## config.mk

```make
export PLATFORM = sky130hd
export DESIGN_NAME = adpcm_mc
export DESIGN_NICKNAME = d
export VERILOG_FILES = /design/src/rtl/adpcm_mc.sv
export SDC_FILE = /design/constraint.sdc
export NUM_CORES = 1
export LEC_CHECK = 0
export CORE_UTILIZATION = 35
export CTS_BUF_LIST = sky130_fd_sc_hd__clkbuf_16
export DETAILED_ROUTE_END_ITERATION = 6
export DONT_BUFFER_PORTS = 1
export PLACE_DENSITY = 0.5
export SLEW_MARGIN = 0
export SYNTH_ARGS = -nofsm -noshare
export SYNTH_HDL_FRONTEND = slang
export SYNTH_SLANG_ARGS = --single-unit
```

## constraint.sdc

```tcl
create_clock -name clk -period 5.8 [get_ports clk]
set_input_delay 1.16 -clock clk [delete_from_list [all_inputs] [get_ports clk]]
set_output_delay 1.16 -clock clk [all_outputs]
set_load 0.005 [all_outputs]
```

## src/rtl/adpcm_mc.sv

```systemverilog
// rtl/adpcm_mc.sv - multi-channel IMA ADPCM encoder/decoder with per-channel predictor state
//
// One shared bit-serial datapath processes one request at a time. Each channel
// keeps its own predictor and step index, so CH independent streams can share it.
// A request is accepted in IDLE, takes LOAD, B2, B1, B0 and UPD, and its result
// is then held in OUT until out_ready.
//
// Optional feature macro: ADPCM_MC_CLIP_FLAG_EN
//   defined   - clip is registered at UPD, high when the predictor was saturated
//   undefined - clip is tied low (saturation itself is always performed)
//
// Ports:
//   clk, rstn          clock, asynchronous active-low reset
//   enable             synchronous enable; low forces IDLE and clears state/outputs
//   in_valid/in_ready  request handshake (in_ready high only in IDLE)
//   in_mode            1 = decode, 0 = encode
//   in_ch              channel id of the request
//   in_pcm             PCM sample to encode
//   in_code            ADPCM code to decode
//   out_valid/out_ready result handshake
//   out_ch             channel of the result
//   out_pcm            reconstructed predictor
//   out_code           produced (encode) or echoed (decode) code
//   clip               predictor saturated on this result
//   clr, clr_ch        clear one channel's predictor and step index
module adpcm_mc #(
    parameter int CH  = 4,
    parameter int CHW = (CH > 1) ? $clog2(CH) : 1
) (
    input  logic               clk,
    input  logic               rstn,
    input  logic               enable,
    input  logic               in_valid,
    output logic               in_ready,
    input  logic               in_mode,
    input  logic [CHW-1:0]     in_ch,
    input  logic signed [15:0] in_pcm,
    input  logic [3:0]         in_code,
    output logic               out_valid,
    input  logic               out_ready,
    output logic [CHW-1:0]     out_ch,
    output logic signed [15:0] out_pcm,
    output logic [3:0]         out_code,
    output logic               clip,
    input  logic               clr,
    input  logic [CHW-1:0]     clr_ch
);

    typedef enum logic [2:0] {
        S_IDLE,
        S_LOAD,
        S_B2,
        S_B1,
        S_B0,
        S_UPD,
        S_OUT
    } state_t;

    localparam logic [CHW:0] CH_L = CH[CHW:0];

    localparam int STEP_TAB [0:88] = '{
        7, 8, 9, 10, 11, 12, 13, 14, 16, 17,
        19, 21, 23, 25, 28, 31, 34, 37, 41, 45,
        50, 55, 60, 66, 73, 80, 88, 97, 107, 118,
        130, 143, 157, 173, 190, 209, 230, 253, 279, 307,
        337, 371, 408, 449, 494, 544, 598, 658, 724, 796,
        876, 963, 1060, 1166, 1282, 1411, 1552, 1707, 1878, 2066,
        2272, 2499, 2749, 3024, 3327, 3660, 4026, 4428, 4871, 5358,
        5894, 6484, 7132, 7845, 8630, 9493, 10442, 11487, 12635, 13899,
        15289, 16818, 18500, 20350, 22385, 24623, 27086, 29794, 32767
    };

    state_t state_q, state_d;

    // per-channel state
    logic [15:0] pred_arr_q [CH];
    logic [6:0]  idx_arr_q  [CH];

    // in-flight transaction
    logic           mode_q, mode_d;
    logic [CHW-1:0] ch_q, ch_d;
    logic           chok_q, chok_d;
    logic [15:0]    pcm_q, pcm_d;
    logic [3:0]     code_q, code_d;
    logic [14:0]    step_q, step_d;
    logic [16:0]    vp_q, vp_d;
    logic [16:0]    mag_q, mag_d;
    logic [15:0]    pred_q, pred_d;
    logic [6:0]     idxl_q, idxl_d;

    // result registers
    logic [CHW-1:0] out_ch_q;
    logic [15:0]    out_pcm_q;
    logic [3:0]     out_code_q;

    // channel state read at LOAD; out-of-range ids read channel 0 harmlessly
    logic [CHW-1:0] rd_ch;
    logic [15:0]    pred_rd;
    logic [6:0]     idx_rd;
    logic [14:0]    step_rd;
    logic [16:0]    diff_w;

    assign rd_ch   = chok_q ? ch_q : '0;
    assign pred_rd = pred_arr_q[rd_ch];
    assign idx_rd  = idx_arr_q[rd_ch];
    assign step_rd = STEP_TAB[idx_rd][14:0];
    assign diff_w  = {pcm_q[15], pcm_q} - {pred_rd[15], pred_rd};

    // successive-approximation step for the current bit state
    logic [16:0] s_cur;
    logic [1:0]  bit_k;

    always_comb begin
        s_cur = '0;
        bit_k = 2'd0;
        case (state_q)
            S_B2: begin s_cur = {2'b00, step_q};        bit_k = 2'd2; end
            S_B1: begin s_cur = {3'b000, step_q[14:1]}; bit_k = 2'd1; end
            S_B0: begin s_cur = {4'b0000, step_q[14:2]}; bit_k = 2'd0; end
            default: ;
        endcase
    end

    // predictor update: 18-bit sum, saturate by checking the two guard bits
    logic [17:0] p18;
    logic        sat_hi, sat_lo;
    logic [15:0] p_w;
    logic [7:0]  adj8;
    logic [7:0]  idx_sum;
    logic [6:0]  idx_new;

    always_comb begin
        p18 = code_q[3] ? ({{2{pred_q[15]}}, pred_q} - {1'b0, vp_q})
                        : ({{2{pred_q[15]}}, pred_q} + {1'b0, vp_q});
        sat_hi = !p18[17] && (p18[16:15] != 2'b00);
        sat_lo =  p18[17] && (p18[16:15] != 2'b11);
        p_w = sat_hi ? 16'h7FFF : (sat_lo ? 16'h8000 : p18[15:0]);
        // adjust is -1 for magnitudes 0..3, else 2*(code[1:0]+1)
        adj8 = code_q[2] ? ({5'b00000, code_q[1:0], 1'b0} + 8'd2) : 8'hFF;
        idx_sum = {1'b0, idxl_q} + adj8;
        idx_new = idx_sum[7] ? 7'd0 : ((idx_sum[6:0] > 7'd88) ? 7'd88 : idx_sum[6:0]);
    end

    // FSM
    always_ff @(posedge clk or negedge rstn) begin
        if (!rstn) state_q <= S_IDLE;
        else       state_q <= state_d;
    end

    always_comb begin
        state_d   = state_q;
        in_ready  = (state_q == S_IDLE);
        out_valid = (state_q == S_OUT);
        if (!enable) begin
            state_d = S_IDLE;
        end else begin
            case (state_q)
                S_IDLE:  if (in_valid) state_d = S_LOAD;
                S_LOAD:  state_d = S_B2;
                S_B2:    state_d = S_B1;
                S_B1:    state_d = S_B0;
                S_B0:    state_d = S_UPD;
                S_UPD:   state_d = S_OUT;
                S_OUT:   if (out_ready) state_d = S_IDLE;
                default: state_d = S_IDLE;
            endcase
        end
    end

    // datapath next-state
    always_comb begin
        mode_d = mode_q;
        ch_d   = ch_q;
        chok_d = chok_q;
        pcm_d  = pcm_q;
        code_d = code_q;
        step_d = step_q;
        vp_d   = vp_q;
        mag_d  = mag_q;
        pred_d = pred_q;
        idxl_d = idxl_q;
        case (state_q)
            S_IDLE: begin
                if (in_valid) begin
                    mode_d = in_mode;
                    ch_d   = in_ch;
                    chok_d = ({1'b0, in_ch} < CH_L);
                    pcm_d  = in_pcm;
                    code_d = in_code;
                end
            end
            S_LOAD: begin
                step_d = step_rd;
                vp_d   = {5'b00000, step_rd[14:3]};
                pred_d = pred_rd;
                idxl_d = idx_rd;
                if (!mode_q) begin
                    // encode builds the code from scratch; bit 3 carries the sign
                    code_d = {diff_w[16], 3'b000};
                    mag_d  = diff_w[16] ? (17'd0 - diff_w) : diff_w;
                end
            end
            S_B2, S_B1, S_B0: begin
                if (!mode_q) begin
                    if (mag_q >= s_cur) begin
                        code_d[bit_k] = 1'b1;
                        mag_d = mag_q - s_cur;
                        vp_d  = vp_q + s_cur;
                    end
                end else if (code_q[bit_k]) begin
                    vp_d = vp_q + s_cur;
                end
            end
            default: ;
        endcase
    end

    always_ff @(posedge clk or negedge rstn) begin
        if (!rstn) begin
            mode_q <= 1'b0;
            ch_q   <= '0;
            chok_q <= 1'b0;
            pcm_q  <= '0;
            code_q <= '0;
            step_q <= '0;
            vp_q   <= '0;
            mag_q  <= '0;
            pred_q <= '0;
            idxl_q <= '0;
        end else begin
            mode_q <= mode_d;
            ch_q   <= ch_d;
            chok_q <= chok_d;
            pcm_q  <= pcm_d;
            code_q <= code_d;
            step_q <= step_d;
            vp_q   <= vp_d;
            mag_q  <= mag_d;
            pred_q <= pred_d;
            idxl_q <= idxl_d;
        end
    end

    // channel state: the clear is applied after the write-back so it wins on a tie
    logic wr_en, clr_en;
    assign wr_en  = (state_q == S_UPD) && chok_q;
    assign clr_en = clr && ({1'b0, clr_ch} < CH_L);

    always_ff @(posedge clk or negedge rstn) begin
        if (!rstn) begin
            for (int i = 0; i < CH; i++) begin
                pred_arr_q[i] <= '0;
                idx_arr_q[i]  <= '0;
            end
        end else if (!enable) begin
            for (int i = 0; i < CH; i++) begin
                pred_arr_q[i] <= '0;
                idx_arr_q[i]  <= '0;
            end
        end else begin
            if (wr_en) begin
                pred_arr_q[ch_q] <= p_w;
                idx_arr_q[ch_q]  <= idx_new;
            end
            if (clr_en) begin
                pred_arr_q[clr_ch] <= '0;
                idx_arr_q[clr_ch]  <= '0;
            end
        end
    end

    // result registers, loaded only at UPD
    always_ff @(posedge clk or negedge rstn) begin
        if (!rstn) begin
            out_ch_q   <= '0;
            out_pcm_q  <= '0;
            out_code_q <= '0;
        end else if (!enable) begin
            out_ch_q   <= '0;
            out_pcm_q  <= '0;
            out_code_q <= '0;
        end else if (state_q == S_UPD) begin
            out_ch_q   <= ch_q;
            out_pcm_q  <= chok_q ? p_w : 16'h0000;
            out_code_q <= chok_q ? code_q : 4'h0;
        end
    end

    assign out_ch   = out_ch_q;
    assign out_pcm  = out_pcm_q;
    assign out_code = out_code_q;

`ifdef ADPCM_MC_CLIP_FLAG_EN
    logic clip_q;

    always_ff @(posedge clk or negedge rstn) begin
        if (!rstn) begin
            clip_q <= 1'b0;
        end else if (!enable) begin
            clip_q <= 1'b0;
        end else if (state_q == S_UPD) begin
            clip_q <= chok_q && (sat_hi || sat_lo);
        end
    end

    assign clip = clip_q;
`else
    assign clip = 1'b0;
`endif

endmodule
```

==> results of run 1 <==
report_power, final:
part | internal [mW] | switching (mW) | total (mW)
Combinational | 1.60 | 2.69 | 4.30
Sequential | 1.68 | 0.198 | 1.87
Clock | 0.880 | 0.659 | 1.54
cells by family after synthesis:
family / share of synthesized area (%)
AND/OR/NAND/NOR: 17.6
flip-flops: 35.2
multiplexers: 4.89
XOR/XNOR: 4.57
AO/OA/AOI/OAI: 25.8
buffers and inverters: 4.19
other: 0.0248
adder cells (fa/ha/maj): 7.67
worst max-delay path, stage by stage (launching register included):
cell      delay, ps
dfrtp_1         430
or3_1           440
nor3_1          490
a21oi_1         170
xnor2_1         160
ha_1            370
nand3_1         150
nor2_1          190
nand3_1         120
o22a_1          190
a311o_1         270
xnor2_1         600
o221ai_2        630
a31oi_1         550
o21ai_0         160
layer usage:
layer	up-vias	global-route usage [%]	routed length, µm
li1	6465	-	-
met1	6665	32.2	23200
met2	408	34.9	21800
met3	63	3.35	3010
met4	0	5.59	1060
met5	-	0	0
stage by stage:
| step | cell area, µm² | power, mW | hold WS, ps | setup WS, ps | std cells |
|---|---|---|---|---|---|
| after floorplan | 15100 | 5.02 | 454 | 1610 | 1824 |
| after global placement | 15800 | 6.15 | 473 | 808 | 2329 |
| after detailed placement | 15800 | 6.17 | 478 | 773 | 2329 |
| after CTS | 16500 | 7.75 | 293 | 749 | 2375 |
| after global routing | 16500 | 8.27 | 290 | 206 | 2376 |
| final | 16500 | 7.71 | 308 | 706 | 2376 |
registers in the layout, summed over array words and instances, names as in the netlist:
signal      cells
ch_q            2
chok_q          1
code_q          4
idx_arr_q      28
idxl_q          7
mag_q          17
mode_q          1
out_ch          2
out_code        4
out_pcm        16
pcm_q          16
pred_arr_q     64
pred_q         16
state_q         3
step_q         15
vp_q           17
cell type report:
type                    count  share of cell area, %
multi-input cells        1447                   55.6
flip-flops and latches    213                   32.2
well taps                 577                   4.36
clock buffers              27                   4.08
repair buffers             37                   1.75
inverters                  55                   1.25
clock inverters            19                  0.688
diodes                      1                 0.0151
synthesized netlist by cell type, types with 15 or more instances:
cell type / instances / share of area (%)
nand2_1: 246 / 6.1
dfrtp_1: 213 / 35
o21ai_0: 190 / 6.3
a21oi_1: 186 / 6.2
nor2_1: 123 / 3.1
clkbuf_1: 89 / 2.2
ha_1: 84 / 6.9
xnor2_1: 57 / 3.3
inv_1: 54 / 1.3
nand3_1: 50 / 1.7
mux2_2: 40 / 3.0
nor3_1: 39 / 1.3
o21a_1: 32 / 1.6
mux2i_1: 29 / 1.9
a211oi_1: 22 / 1.1
xor2_1: 22 / 1.3
a21o_1: 20 / 0.99
nand2b_1: 20 / 0.83
nor2b_1: 19 / 0.79
o211ai_1: 17 / 0.84
a31oi_1: 16 / 0.66
o21ai_1: 15 / 0.50
or3_1: 15 / 0.62
path summary, 6_finish.rpt:
check                      cells after the start  slack (ps)          end
hold reg to reg                                2         490    idxl_q[2]
min in group clk                               2         490    idxl_q[2]
setup / recovery                              14         710   out_pcm[3]
hold / removal                                 0         310  out_pcm[13]
max in group asynchronous                      0        5160  out_pcm[15]
setup reg to reg                              14         710   out_pcm[3]
==> summary.txt, run 1 <==
Synth
  – #FFs+latches synth: 213
  – Share of the yosys chip area belonging to registers: 35.2%
  – Area of the mapped netlist: 15100 µm²
  – Synth cell types: 86
  – Post-Syn Instances: 1824
  – Post-synth EDFFs: 0
  – Synthesized area per cell: 8.30 µm²
  – Net Count, Synth: 1944
  – Synth Warn #: 0
  – FFs w/ async S/R, synth: 100%
  – Primary FF master, synth: dfrtp_1

Die
  – Starting Density: 35.8%
  – DIE WIDTH: 210 µm
  – Die extent in y: 210 µm
  – Site row count: 75
  – I/O pin count: 56
  – Core footprint: 42300 µm²
  – Die ar.: 44100 µm²

Hold path
  – HP Class: in -> async

Worst setup path
  – Worst-path fanout max: 15
  – Setup CP Type: reg -> reg
  – Element type at the critical path end: flip-flop
  – WP data required: 6180 ps
  – Critical path data arrival time: 5470 ps
  – Reg-to-Reg Start: vp_q[5]
  – Crit path from: vp_q[5]
  – Kind of start point of the critical path: flip-flop

Clock tree
  – Clock tree buffer depth: 3
  – CTS tree: built
  – Setup Fix Bufs, Post-CTS: 0
  – Clk Latency, worst-skew pair: 550 ps
  – H-tree depth: 1
  – Number of buffers created by CTS: 26
  – Hold_buf cts: 0
  – Num Clock Sinks: 213
  – CTS root buf: clkbuf_16
  – Clock transition at path regs: 60 ps
  – Post-CTS sizing: 0

Status
  – Outcome: finished, final reports clean

STA
  – Final setup fails: 0
  – Final Max Tran Viols: 0
  – Slew HR: 6.58%
  – Fmax achieved: 196 MHz
  – RSZ-0062 raised after global routing: false
  – Setup TNS: 0 ps
  – Pin slew with the least headroom to its limit: 1400 ps
  – Tcrit/Tclk final: 87.8%
  – Minimum clock period: 5090 ps
  – Final hold violations: 0
  – Setup Skew: 16.0 ps

Final layout
  – Fin util: 39.1%
  – Share of layout cells above drive strength 1: 8.84%
  – Layout fillers: 4371
  – Fin nets: 1900
  – Reg area: 5330 µm²
  – Area of the multi-input gates: 9210 µm²
  – Syn-to-layout area delta: 9.34%
  – Most frequent cells in the layout: 246 x nand2_1, 213 x dfrtp_1, 190 x o21ai_0
  – Commonest non-fill, non-tap cell in the layout: nand2_1

GRT
  – Vias in the first global route: 13004
  – Total grt overflow: 0
  – Global-route wire length before repair: 76800 µm
  – Total track usage: 22.3%
  – Initial antenna violation count: 1
  – Largest net degree at the start of global routing: 214

Detailed routing
  – DRC Markers: 0
  – Antenna-violating nets left: 0
  – Via density: 5.72
  – Starting DRT DRC Count: 1285
  – Initial DRT Pass Iterations: 5
  – Vias: 13601
  – Post-DR wirelength/cell: 20.7 µm
  – DRT Wirelength: 49100 µm

Power and ir drop
  – Pleak: 7.06 nW
  – VDD IR max: 0.273 mV
  – PD cells: 466 nW/µm²

Place
  – Routability congestion estimate: 0.891
  – Input/output buffers: 0
  – Post-DP HPWL: 34700 µm

Job
  – Max cap viols: 0
Note: power is estimated with default switching activity, not from simulation.
==> run 2, diff against run 1 <==
--- a/config.mk
+++ b/config.mk
@@ -5,11 +5,12 @@
 export SDC_FILE = /design/constraint.sdc
 export NUM_CORES = 1
 export LEC_CHECK = 0
+export CORE_MARGIN = 2
 export CORE_UTILIZATION = 35
 export CTS_BUF_LIST = sky130_fd_sc_hd__clkbuf_16
 export DETAILED_ROUTE_END_ITERATION = 6
 export DONT_BUFFER_PORTS = 1
-export PLACE_DENSITY = 0.5
+export PLACE_DENSITY = 0.52
 export SLEW_MARGIN = 0
 export SYNTH_ARGS = -nofsm -noshare
 export SYNTH_HDL_FRONTEND = slang
==> constraint.sdc (replaced) <==
create_clock -name clk -period 4.33 [get_ports clk]
set_input_delay 0.866 -clock clk [delete_from_list [all_inputs] [get_ports clk]]
set_output_delay 0.866 -clock clk [all_outputs]
set_load 0.005 [all_outputs]
==> summary.txt, run 2 (synthesized netlist as in run 1, its figures left out) <==
Power and ir drop
  – Pleak: 7.48 nW (was 7.06 nW)
  – PD cells: 659 nW/µm² (was 466 nW/µm²)
  – VDD IR max: 0.348 mV (was 0.273 mV)
  – Tot Pwr: 11.4 mW (was 7.71 mW)

Worst setup path
  – CP delay by family, top: simple AND/OR/NAND/NOR gates (was compound AO/OA/AOI/OAI gates)
  – Buf/Inv on CP: 1 (was 0)
  – Critical path data arrival time: 4560 ps (was 5470 ps)
  – Kind of start point of the critical path: flip-flop (unchanged)
  – Max incr delay on CP: 530 ps (was 630 ps)
  – Setup CP Type: reg -> reg (unchanged)
  – Crit path cell chain: nor2_1 -> and2_1 -> nand2_1 -> o21a_1 -> ha_1 -> a21oi_1 -> nor3b_1 -> a211oi_1 -> o2111ai_1 -> nand4_1 -> o31ai_4 -> buf_12 -> nor4b_1 -> a211o_1 (was or3_1 -> nor3_1 -> a21oi_1 -> xnor2_1 -> ha_1 -> nand3_1 -> nor2_1 -> nand3_1 -> o22a_1 -> a311o_1 -> xnor2_1 -> o221ai_2 -> a31oi_1 -> o21ai_0)
  – Worst-path fanout max: 31 (was 15)
  – Element type at the critical path end: flip-flop (unchanged)
  – WP data required: 4760 ps (was 6180 ps)
  – Critical Path Slowest Stage Cell: and2_1 (was o221ai_2)

Detailed routing
  – Antenna-violating nets left: 0 (unchanged)
  – DRT Wirelength: 49500 µm (was 49100 µm)
  – Via density: 5.64 (was 5.72)
  – Starting DRT DRC Count: 1011 (was 1285)
  – Post-DR wirelength/cell: 20.2 µm (was 20.7 µm)
  – Initial DRT Pass Iterations: 5 (unchanged)
  – DRC Markers: 0 (unchanged)
  – Vias: 13831 (was 13601)

Final layout
  – Largest regs: pred_arr_q (64), idx_arr_q (28) (unchanged)
  – Layout fillers: 4298 (was 4371)
  – Fin nets: 1967 (was 1900)
  – Commonest non-fill, non-tap cell in the layout: nand2_1 (unchanged)
  – Syn-to-layout area delta: 14.6% (was 9.34%)
  – Max reg flops: 64 (unchanged)
  – Largest register by flop count: pred_arr_q (unchanged)
  – Most frequent cells in the layout: 245 x nand2_1, 211 x dfrtp_1, 187 x o21ai_0 (was 246 x nand2_1, 213 x dfrtp_1, 190 x o21ai_0)
  – Finished Cell Area: 17400 µm² (was 16500 µm²)
  – Share of layout cells above drive strength 1: 13.3% (was 8.84%)

STA
  – Final setup fails: 0 (unchanged)
  – Setup WS post-layout: 196 ps (was 706 ps)
  – Final hold violations: 0 (unchanged)
  – Final Max Tran Viols: 0 (unchanged)
  – Minimum clock period: 4130 ps (was 5090 ps)
  – Hold slack: 25.6 ps (was 308 ps)
  – Pin slew with the least headroom to its limit: 1300 ps (was 1400 ps)
  – Setup TNS: 0 ps (unchanged)
  – Slew HR: 13.6% (was 6.58%)
  – Tcrit/Tclk final: 95.5% (was 87.8%)
  – Fmax achieved: 242 MHz (was 196 MHz)
  – Setup Skew: 19.2 ps (was 16.0 ps)

Clock tree
  – Clock transition at path regs: 60 ps (about the same)
  – H-tree depth: 1 (unchanged)
  – Num Clock Sinks: 213 (unchanged)
  – Clk Latency, worst-skew pair: 560 ps (was 550 ps)
  – Clock tree buffer depth: 3 (unchanged)
  – CTS root buf: clkbuf_16 (unchanged)
  – Number of buffers created by CTS: 27 (was 26)
  – CTS tree: built (unchanged)

Status
  – Outcome: finished, final reports clean (unchanged)

Die
  – Starting Density: 35.3% (was 35.8%)
  – Die extent in y: 212 µm (was 210 µm)
  – DIE WIDTH: 212 µm (was 210 µm)
  – I/O pin count: 56 (unchanged)
  – Core footprint: 42900 µm² (was 42300 µm²)
  – Site row count: 76 (was 75)
  – Die ar.: 44900 µm² (was 44100 µm²)

Place
  – Cell Area, Placed: 16200 µm² (was 15800 µm²)
  – Post-DP HPWL: 35400 µm (was 34700 µm)
  – Input/output buffers: 0 (unchanged)
  – Pre-CTS WS: 26.7 ps (was 773 ps)
  – Routability congestion estimate: 0.888 (was 0.891)

Job
  – Max cap viols: 0 (unchanged)

GRT
  – Total track usage: 22.0% (was 22.3%)
  – Largest net degree at the start of global routing: 123 (was 214)
  – Vias in the first global route: 13368 (was 13004)
  – Total grt overflow: 0 (unchanged)
  – Global-route wire length before repair: 77500 µm (was 76800 µm)
  – Initial antenna violation count: 3 (was 1)

Hold path
  – HP Class: in -> async (unchanged)
==> run 2: final cells by class <==
type                       instances  area, µm²  share of cell area [%]
multi-input combinational       1447       9360                    53.9
sequential                       213       5330                    30.7
timing repair buffer             103        866                    4.99
tap                              585        732                    4.22
clock buffer                      27        676                    3.89
inverter                          55        206                    1.19
clock inverter                    21        181                    1.05
antenna                            1       2.50                  0.0144
==> run 2: stage by stage <==
step / cells / util, %
4_1_cts: 2442 / 39.9
3_5_place_dp: 2392 / 37.8
6_report: 2452 / 40.5
2_1_floorplan: 1824 / -
3_3_place_gp: 2392 / 37.8
5_1_grt: 2451 / 40.5
==> run 2: path summary, 6_finish.rpt <==
path / end / slack (ps) / depth (start not counted) / from
hold / removal: pred_arr_q[33] / 30 / 0 / rstn
setup reg to reg: vp_q[4] / 200 / 14 / state_q[1]
min in group clk: mode_q / 430 / 2 / in_mode
hold reg to reg: idxl_q[5] / 500 / 2 / idxl_q[5]
setup / recovery: vp_q[4] / 200 / 14 / state_q[1]
max in group asynchronous: pred_q[4] / 3530 / 1 / rstn
==> run 2: layer usage <==
metal / up-vias / GRT usage [%] / wire [µm]
met5: - / 0 / 12
met2: 393 / 35.4 / 22600
met4: 2 / 5.46 / 1330
li1: 6622 / - / -
met3: 82 / 2.85 / 2510
met1: 6732 / 31.2 / 23100
==> run 2: power by group <==
| part | leakage [nW] | internal [mW] | total [mW] | switching [mW] |
|---|---|---|---|---|
| clock | 0.438 | 1.31 | 2.25 | 0.947 |
| sequential | 2.83 | 2.25 | 2.51 | 0.268 |
| combinational | 4.21 | 2.73 | 6.66 | 3.94 |
| total | 7.48 | 6.28 | 11.4 | 5.15 |
==> run 2: timing repair <==
item,CTS,global route
gates resized for setup,0,33
setup endpoints to repair,0,76
buffers inserted,0,8
hold buffers,2,0
hold endpoints to repair,92,0
==> run 3, diff against run 2 <==
--- a/config.mk
+++ b/config.mk
@@ -5,6 +5,7 @@
 export SDC_FILE = /design/constraint.sdc
 export NUM_CORES = 1
 export LEC_CHECK = 0
+export CORE_ASPECT_RATIO = 2
 export CORE_MARGIN = 2
 export CORE_UTILIZATION = 35
 export CTS_BUF_LIST = sky130_fd_sc_hd__clkbuf_16
==> summary.txt, run 3 (synthesized netlist as in run 1, its figures left out) <==
Status
  – Outcome: finished, final reports clean (unchanged)

Detailed routing
  – Via density: 5.73 (was 5.64)
  – DRC Markers: 0 (unchanged)
  – Initial DRT Pass Iterations: 5 (unchanged)
  – DRT Wirelength: 51700 µm (was 49500 µm)
  – Met2 wire len: 27500 µm (was 22600 µm)
  – Vias: 13817 (was 13831)
  – WL met1: 19500 µm (was 23100 µm)
  – Met3 wire len: 1740 µm (was 2510 µm)
  – Antenna-violating nets left: 0 (unchanged)
  – Top Metal Used: met4 (was met5)
  – Starting DRT DRC Count: 747 (was 1011)
  – Post-DR wirelength/cell: 21.4 µm (was 20.2 µm)

STA
  – Fmax achieved: 245 MHz (was 242 MHz)
  – Setup Skew: 30.0 ps (was 19.2 ps)
  – Tcrit/Tclk final: 94.4% (was 95.5%)
  – Minimum clock period: 4090 ps (was 4130 ps)
  – Hold slack: 67.8 ps (was 25.6 ps)
  – Slew HR: 17.7% (was 13.6%)
  – Final setup fails: 0 (unchanged)
  – Final Max Tran Viols: 0 (unchanged)
  – Final hold violations: 0 (unchanged)
  – Setup TNS: 0 ps (unchanged)
  – Pin slew with the least headroom to its limit: 1230 ps (was 1300 ps)

Final layout
  – Fin util: 40.5% (about the same)
  – Share of layout cells above drive strength 1: 13.7% (was 13.3%)
  – Fin cells: 2413 (was 2452)
  – Reg area: 5330 µm² (about the same)
  – Max reg flops: 64 (unchanged)
  – Largest regs: pred_arr_q (64), idx_arr_q (28) (unchanged)
  – Area of the multi-input gates: 9330 µm² (was 9360 µm²)
  – Layout fillers: 4247 (was 4298)
  – Largest register by flop count: pred_arr_q (unchanged)
  – Fin nets: 1970 (was 1967)
  – Commonest non-fill, non-tap cell in the layout: nand2_1 (unchanged)
  – Syn-to-layout area delta: 14.3% (was 14.6%)
  – Most frequent cells in the layout: 246 x nand2_1, 213 x dfrtp_1, 185 x o21ai_0 (was 245 x nand2_1, 211 x dfrtp_1, 187 x o21ai_0)

GRT
  – Global-route wire length before repair: 80200 µm (was 77500 µm)
  – Vias in the first global route: 13816 (was 13368)
  – Initial antenna violation count: 1 (was 3)
  – Total track usage: 22.9% (was 22.0%)
  – Total grt overflow: 0 (unchanged)
  – Largest net degree at the start of global routing: 214 (was 123)

Die
  – DIE WIDTH: 151 µm (was 212 µm)
  – Starting Density: 35.4% (was 35.3%)
  – Site row count: 107 (was 76)
  – Die ar.: 45000 µm² (was 44900 µm²)
  – I/O pin count: 56 (unchanged)
  – Die extent in y: 298 µm (was 212 µm)
  – Core footprint: 42700 µm² (was 42900 µm²)

Job
  – Max cap viols: 0 (unchanged)

Clock tree
  – Number of buffers created by CTS: 23 (was 27)
  – CTS root buf: clkbuf_16 (unchanged)
  – Clock transition at path regs: 70 ps (was 60 ps)
  – Clk Latency, worst-skew pair: 550 ps (was 560 ps)
  – CTS tree: built (unchanged)
  – H-tree depth: 1 (unchanged)
  – Clock tree buffer depth: 3 (unchanged)
  – Hold_buf cts: 0 (was 2)
  – Num Clock Sinks: 213 (unchanged)

Worst setup path
  – Critical path data arrival time: 4570 ps (was 4560 ps)
  – Element type at the critical path end: flip-flop (unchanged)
  – Setup CP Type: reg -> reg (unchanged)
  – WP data required: 4820 ps (was 4760 ps)
  – Worst-path fanout max: 16 (was 31)
  – Kind of start point of the critical path: flip-flop (unchanged)

Place
  – Routability congestion estimate: 0.901 (was 0.888)
  – Input/output buffers: 0 (unchanged)
  – Post-DP HPWL: 39200 µm (was 35400 µm)
  – Post-placement cell count: 2368 (was 2392)

Power and ir drop
  – PD cells: 657 nW/µm² (was 659 nW/µm²)
  – Tot Pwr: 11.4 mW (about the same)
  – Pleak: 7.48 nW (about the same)
  – VDD IR max: 0.336 mV (was 0.348 mV)

Hold path
  – HP Class: in -> async (unchanged)
[run 3: stage by stage]
stage	worst slack [ps]	instance area (µm²)
final	241	17300
after global routing	-24.6	17300
after CTS	64.9	17100
after detailed placement	-0.623	16300
after global placement	44.0	16300
after floorplan	145	15100
[run 3: area by class of cell]
cell class                 instances  share of cell area (%)
multi-input combinational       1447                    54.0
sequential                       213                    30.8
antenna                            1                  0.0145
timing repair buffer             110                    5.18
tap                              545                    3.94
clock buffer                      23                    3.33
inverter                          55                    1.19
clock inverter                    19                    1.56
[run 3: final timing paths]
path | endpoint | cells after the start | slack (ps) | from
setup / recovery | mag_q[12] | 14 | 240 | ch_q[0]
setup reg to reg | mag_q[12] | 14 | 240 | ch_q[0]
max in group asynchronous | mag_q[15] | 0 | 3730 | rstn
hold reg to reg | idxl_q[5] | 2 | 490 | idxl_q[5]
min in group clk | pcm_q[0] | 2 | 450 | in_pcm[0]
hold / removal | idxl_q[4] | 0 | 70 | rstn
[run 3: worst max-delay path, cell delays in order, from the launching register on]
cell and delay (ps):
dfrtp_1 420, buf_12 190, mux2_2 340, o21ai_0 400, ha_1 370, o21a_1 190
o21a_1 180, o22a_2 190, a2111oi_2 70, or4_2 710, nor4b_4 180, buf_4 160
or4_1 400, nand4_1 110, o21a_1 120
[run 3: metal layers]
layer,global-route usage (%),vias up
li1,-,6590
met1,25.2,6761
met2,42.4,349
met3,2.51,117
met4,11.9,0
met5,0,-
[run 3: timing repair]
item / in CTS / in global routing
endpoints found under the setup margin: 1 / 83
resized for setup: 1 / 29
cloned: 0 / 0
setup buffers: 0 / 2
pin swaps: 0 / 4
[run 3: where the power goes]
group          switching [mW]  leakage, nW  total (mW)  internal (mW)
Clock                   0.915        0.409        2.26           1.34
Sequential              0.257         2.83        2.50           2.24
Combinational            3.88         4.24        6.60           2.73
